### src/rtl/arbitro_capa_if.sv
// Bus bundle between the fixed-priority arbiter and its input/output FIFOs.
// master = arbiter side, slave = FIFO/environment side.
interface arbitro_capa_if;
    logic        Enable;
    logic [3:0]  fifo_in_empty;
    logic [47:0] fifo_in_data;
    logic [3:0]  fifo_out_almost_full;
    logic [3:0]  pop_in;
    logic [3:0]  push_out;
    logic [11:0] data_out;
    logic        idle;
    logic        req;
    logic [2:0]  idx;
    logic [4:0]  salida_contador;
    logic        valid_contador;

    modport master (
        input  Enable, fifo_in_empty, fifo_in_data, fifo_out_almost_full, req, idx,
        output pop_in, push_out, data_out, idle, salida_contador, valid_contador
    );

    modport slave (
        output Enable, fifo_in_empty, fifo_in_data, fifo_out_almost_full, req, idx,
        input  pop_in, push_out, data_out, idle, salida_contador, valid_contador
    );
endinterface

### src/rtl/arbitro_capa.sv
// Fixed-priority 4x4 FIFO arbiter: combinational pop, registered push one cycle later.
// Optional per-output word counters are compiled in with ARBITRO_CONTADOR_EN.
module arbitro_capa (
    input  logic            clk,
    input  logic            reset,
    arbitro_capa_if.master  bus
);
    localparam int unsigned N_IN  = 4;
    localparam int unsigned W     = 12;
    localparam int unsigned CW    = 5;
    localparam int unsigned N_CNT = 5;

    logic [W-1:0]    word_c [N_IN];
    logic [N_IN-1:0] eligible_c;
    logic [N_IN-1:0] grant_c;
    logic [N_IN-1:0] pop_c;
    logic [W-1:0]    sel_word_c;
    logic            found_c;
    logic [N_IN-1:0] push_q;
    logic [W-1:0]    data_q;

    // An input is eligible only if its destination can still take a word.
    always_comb begin
        for (int i = 0; i < N_IN; i++) begin
            word_c[i]     = bus.fifo_in_data[W*i +: W];
            eligible_c[i] = bus.Enable & ~bus.fifo_in_empty[i]
                          & ~bus.fifo_out_almost_full[word_c[i][W-1 -: 2]];
        end
    end

    // Lowest-numbered eligible input wins.
    always_comb begin
        grant_c    = '0;
        sel_word_c = '0;
        found_c    = 1'b0;
        for (int i = 0; i < N_IN; i++) begin
            if (eligible_c[i] && !found_c) begin
                grant_c[i] = 1'b1;
                sel_word_c = word_c[i];
                found_c    = 1'b1;
            end
        end
    end

    assign pop_c = reset ? '0 : grant_c;

    always_ff @(posedge clk) begin
        if (reset) begin
            push_q <= '0;
            data_q <= '0;
        end else begin
            push_q <= '0;
            if (|pop_c) begin
                push_q[sel_word_c[W-1 -: 2]] <= 1'b1;
                data_q                       <= sel_word_c;
            end
        end
    end

    assign bus.pop_in   = pop_c;
    assign bus.push_out = push_q;
    assign bus.data_out = data_q;
    assign bus.idle     = (&bus.fifo_in_empty) & ~(|pop_c);

`ifdef ARBITRO_CONTADOR_EN
    logic [CW-1:0] cnt_q     [N_CNT];
    logic [CW-1:0] cnt_nxt_c [N_CNT];
    logic [CW-1:0] rd_c;
    logic [CW-1:0] salida_q;
    logic          valid_q;

    // Next counter values; reads see them so a same-cycle push is included.
    always_comb begin
        for (int k = 0; k < N_IN; k++) begin
            cnt_nxt_c[k] = cnt_q[k] + CW'(push_q[k]);
        end
        cnt_nxt_c[N_CNT-1] = cnt_q[N_CNT-1] + CW'(|push_q);
    end

    always_comb begin
        rd_c = '0;
        for (int k = 0; k < N_CNT; k++) begin
            if (bus.idx == 3'(k)) rd_c = cnt_nxt_c[k];
        end
    end

    always_ff @(posedge clk) begin
        if (reset) begin
            for (int k = 0; k < N_CNT; k++) cnt_q[k] <= '0;
            salida_q <= '0;
            valid_q  <= 1'b0;
        end else begin
            for (int k = 0; k < N_CNT; k++) cnt_q[k] <= cnt_nxt_c[k];
            valid_q <= bus.req;
            if (bus.req) salida_q <= rd_c;
        end
    end

    assign bus.salida_contador = salida_q;
    assign bus.valid_contador  = valid_q;
`else
    logic unused_rd;
    assign unused_rd           = ^{bus.req, bus.idx};
    assign bus.salida_contador = '0;
    assign bus.valid_contador  = 1'b0;
`endif
endmodule

### src/flat_wrapper.sv
// flat-port wrapper written by rule: the top's interface ports become plain ports
module arbitro_capa_flat 
  (clk, reset, bus_Enable, bus_fifo_in_empty, bus_fifo_in_data, bus_fifo_out_almost_full, bus_req, bus_idx, bus_pop_in, bus_push_out, bus_data_out, bus_idle, bus_salida_contador, bus_valid_contador);
  arbitro_capa_if bus_i ();
  input  logic clk;
  input  logic reset;
  input wire logic [$bits(bus_i.Enable)-1:0] bus_Enable;
  input wire logic [$bits(bus_i.fifo_in_empty)-1:0] bus_fifo_in_empty;
  input wire logic [$bits(bus_i.fifo_in_data)-1:0] bus_fifo_in_data;
  input wire logic [$bits(bus_i.fifo_out_almost_full)-1:0] bus_fifo_out_almost_full;
  input wire logic [$bits(bus_i.req)-1:0] bus_req;
  input wire logic [$bits(bus_i.idx)-1:0] bus_idx;
  output wire logic [$bits(bus_i.pop_in)-1:0] bus_pop_in;
  output wire logic [$bits(bus_i.push_out)-1:0] bus_push_out;
  output wire logic [$bits(bus_i.data_out)-1:0] bus_data_out;
  output wire logic [$bits(bus_i.idle)-1:0] bus_idle;
  output wire logic [$bits(bus_i.salida_contador)-1:0] bus_salida_contador;
  output wire logic [$bits(bus_i.valid_contador)-1:0] bus_valid_contador;
  assign bus_i.Enable = bus_Enable;
  assign bus_i.fifo_in_empty = bus_fifo_in_empty;
  assign bus_i.fifo_in_data = bus_fifo_in_data;
  assign bus_i.fifo_out_almost_full = bus_fifo_out_almost_full;
  assign bus_i.req = bus_req;
  assign bus_i.idx = bus_idx;
  assign bus_pop_in = bus_i.pop_in;
  assign bus_push_out = bus_i.push_out;
  assign bus_data_out = bus_i.data_out;
  assign bus_idle = bus_i.idle;
  assign bus_salida_contador = bus_i.salida_contador;
  assign bus_valid_contador = bus_i.valid_contador;
  arbitro_capa u_core (.clk(clk), .reset(reset), .bus(bus_i));
endmodule
### config.mk
export PLATFORM = sky130hd
export DESIGN_NAME = arbitro_capa_flat
export DESIGN_NICKNAME = d
export VERILOG_FILES = /design/src/rtl/arbitro_capa_if.sv /design/src/rtl/arbitro_capa.sv /design/src/flat_wrapper.sv
export SDC_FILE = /design/constraint.sdc
export NUM_CORES = 1
export LEC_CHECK = 0
export CAP_MARGIN = 20
export CORE_MARGIN = 3
export CORE_UTILIZATION = 35
export DETAILED_ROUTE_END_ITERATION = 16
export PLACE_DENSITY = 0.92
export SLEW_MARGIN = 25
export SYNTH_ARGS = -nofsm -noshare
export SYNTH_HDL_FRONTEND = slang
export SYNTH_SLANG_ARGS = --single-unit
### constraint.sdc
create_clock -name clk -period 2.3 [get_ports clk]
set_input_delay 0.46 -clock clk [delete_from_list [all_inputs] [get_ports clk]]
set_output_delay 0.46 -clock clk [all_outputs]
set_load 0.02 [all_outputs]
==> impl_metrics.tcl <==
set metrics [dict create \
    synth-edff-count 0 \
    path_class "input port to primary output" \
    drt_iter0_markers 131 \
    setup_viol 0 \
    coreArea_sq_mm 0.00342 \
    yosys.area.top_type_share_pct 25.1 \
    fmax_ghz 0.439 \
    hold_ws_ps 542 \
    synth_top_area_cell "dfxtp_1" \
    cp_data_required_time_ps 1840 \
    htreeDepth 1 \
    nNetsFinal 319 \
    cts_hold_buf 0 \
    grt_overflow_total 0 \
    rows 21 \
    cts_root_buf "clkbuf_4" \
    wl_um 4550 \
    finalCritPeriodShare_pct 99.0 \
    synth_cell_types 45 \
    clk_pin_slew_worst_paths_ps 110 \
    ios 90 \
    antenna_found_initial 0 \
    clkSinkCount 16 \
    dpl.hpwl_um 3550 \
    cts_tree "done" \
    min_path_type "flip-flop to flip-flop" \
    async_reset_ff_share_pct 0 \
    drc_errors 0 \
    arrival_ps 1820 \
    status "complete, no violations" \
    yosysMostFrequentCell "o21ai_0" \
    wl_per_cell_um 15.1 \
    syn_avg_cell_area_sq_um 8.17 \
    post-route-min-period_ps 2280 \
    ys_ff_latch 16 \
    grt_pass1_wl_um 7250 \
    final-hold-violation-count 0 \
    maxSlewViolCount 0 \
    grt_util_met3_pct 4.59 \
    gr-usage-all-layers_pct 21.5 \
    p_leak_nw 0.910 \
    ant_nets 0 \
    dp.cells 296 \
    cts_buffers 3 \
    dr.pass1.iters 4 \
    drive_above_1_share_pct 23.5 \
    grt_util_met2_pct 35.4 \
    use_met1_pct 26.7 \
    critPathMaxFanout 2 \
    diodes 0 \
    synth_area_sq_mm 0.00127 \
    worstSetupStartpointType "input port" \
    initial_core_util_pct 37.3 \
    clock_skew_ps 0 \
    max-cap-violations 0 \
    ys_top_cells_by_area "dfxtp_1, o21ai_0, nor3b_1" \
    synthCells 156 \
    grt_max_degree 23 \
    syn_to_final_growth_pct 81.0 \
    powerDensity_mw_per_mm2 415 \
    via_count 1581 \
    ys_warn_count 0 \
    routed_via_density 5.25 \
    dieArea_sq_mm 0.00440 \
    grt_most_used_layer "met2" \
    ys.flop_type "dfxtp_1" \
    port_buffers 79 \
    final_cells 301 \
    crit_path_end_kind "primary output" \
    ir_worst_vdd_mv 0.183 \
    grt_pass1_vias 1560 \
    clock_latency_ps 310 \
    synth.yosys.seq_area_share_pct 25.1 \
    die_x_um 66.4 \
    synth_common_cells "o21ai_0, dfxtp_1, nor3b_1, and2_1" \
    finalWeightedCongestion 0.877 \
    cts.path.max_buffers 2 \
    chipHeight_um 66.4 \
    tns_ps 0 \
]
-- area by class of cell --
type | instances | area, sq um
sequential | 16 | 320
inverter | 2 | 7.51
multi-input combinational | 128 | 928
tap | 46 | 57.6
timing repair buffer | 105 | 957
clock buffer | 4 | 36.3
fill | 273 | 1110
-- sequential cells by signal, summed over array words and instances, names as in the netlist --
register / cells
u_core.bus.push_out: 4
u_core.bus.data_out: 12
-- metrics by stage --
step	util, %	power [mW]	worst slack [ps]	cell area (sq um)
6_report	67.5	0.956	22.3	2310
2_1_floorplan	-	0.525	105	1300
3_5_place_dp	65.8	0.750	-783	2250
5_1_grt	67.5	1.00	-55.1	2310
3_3_place_gp	65.8	0.740	-709	2250
4_1_cts	67.1	0.948	5.34	2290
-- worst paths after layout --
path                                              start                       to  slack (ps)  cells past startpoint
worst min-delay path            u_core.bus.data_out[11]  u_core.bus.data_out[11]         540                      2
worst max register to register   u_core.bus.data_out[7]   u_core.bus.data_out[7]        1370                      3
worst min register to register  u_core.bus.data_out[11]  u_core.bus.data_out[11]         540                      2
worst max-delay path               bus_fifo_in_data[34]            bus_pop_in[2]          20                      6
-- worst max-delay path, stage by stage --
cell             delay, ps
clkdlybuf4s15_1        210
mux2_4                 320
a2bb2oi_2              170
or3_4                  410
nor2_4                 110
buf_6                  130
-- power by group --
group / total (mW) / internal, mW / switching (mW)
clock: 0.206 / 0.0968 / 0.109
sequential: 0.319 / 0.306 / 0.0128
combinational: 0.431 / 0.236 / 0.195
total: 0.956 / 0.639 / 0.317
-- layer usage --
metal	routed length [um]	share of wire, %
met1	1850	41
met2	2270	50
met3	319	7.0
met4	116	2.5
met5	0	0
-- cell families after synthesis --
logic type / count (synthesis) / share of synthesized area [%]
muxes: 11 / 9.32
DFF: 16 / 25.1
buffers and inverters: 17 / 7.56
AOI/OAI and AO/OA: 56 / 28.8
other: 1 / 0.294
and+or+nand+nor: 55 / 29.0
-- timing repair --
item	4_1_cts	5_1_grt
setup endpoints to repair	6	6
pin swaps	4	4
gates resized for setup	44	9
setup buffers	0	1
-- placed cells by master, fill, tap and decap left out, types with 2 or more instances in the layout --
cell,Yosys,routed
a211oi_1,2,2
a21oi_1,4,4
a22o_1,2,2
a22oi_1,5,5
a31oi_1,8,8
and2_0,3,3
and2_1,9,9
and3b_1,3,2
and4_1,2,2
buf_4,6,27
clkbuf_2,0,3
clkbuf_4,0,3
clkdlybuf4s15_1,0,2
clkdlybuf4s50_1,0,60
conb_1,1,6
dfxtp_1,16,16
dlygate4sd2_1,0,9
inv_1,2,2
mux2_2,3,3
mux2i_1,7,4
mux2i_2,0,3
nand2_1,8,8
nand3_1,2,2
nor2_1,3,2
nor3_2,1,2
nor3b_1,12,10
nor3b_2,3,4
o21ai_0,21,21
o21ai_1,4,4
Power figures use the tool's default switching activity.
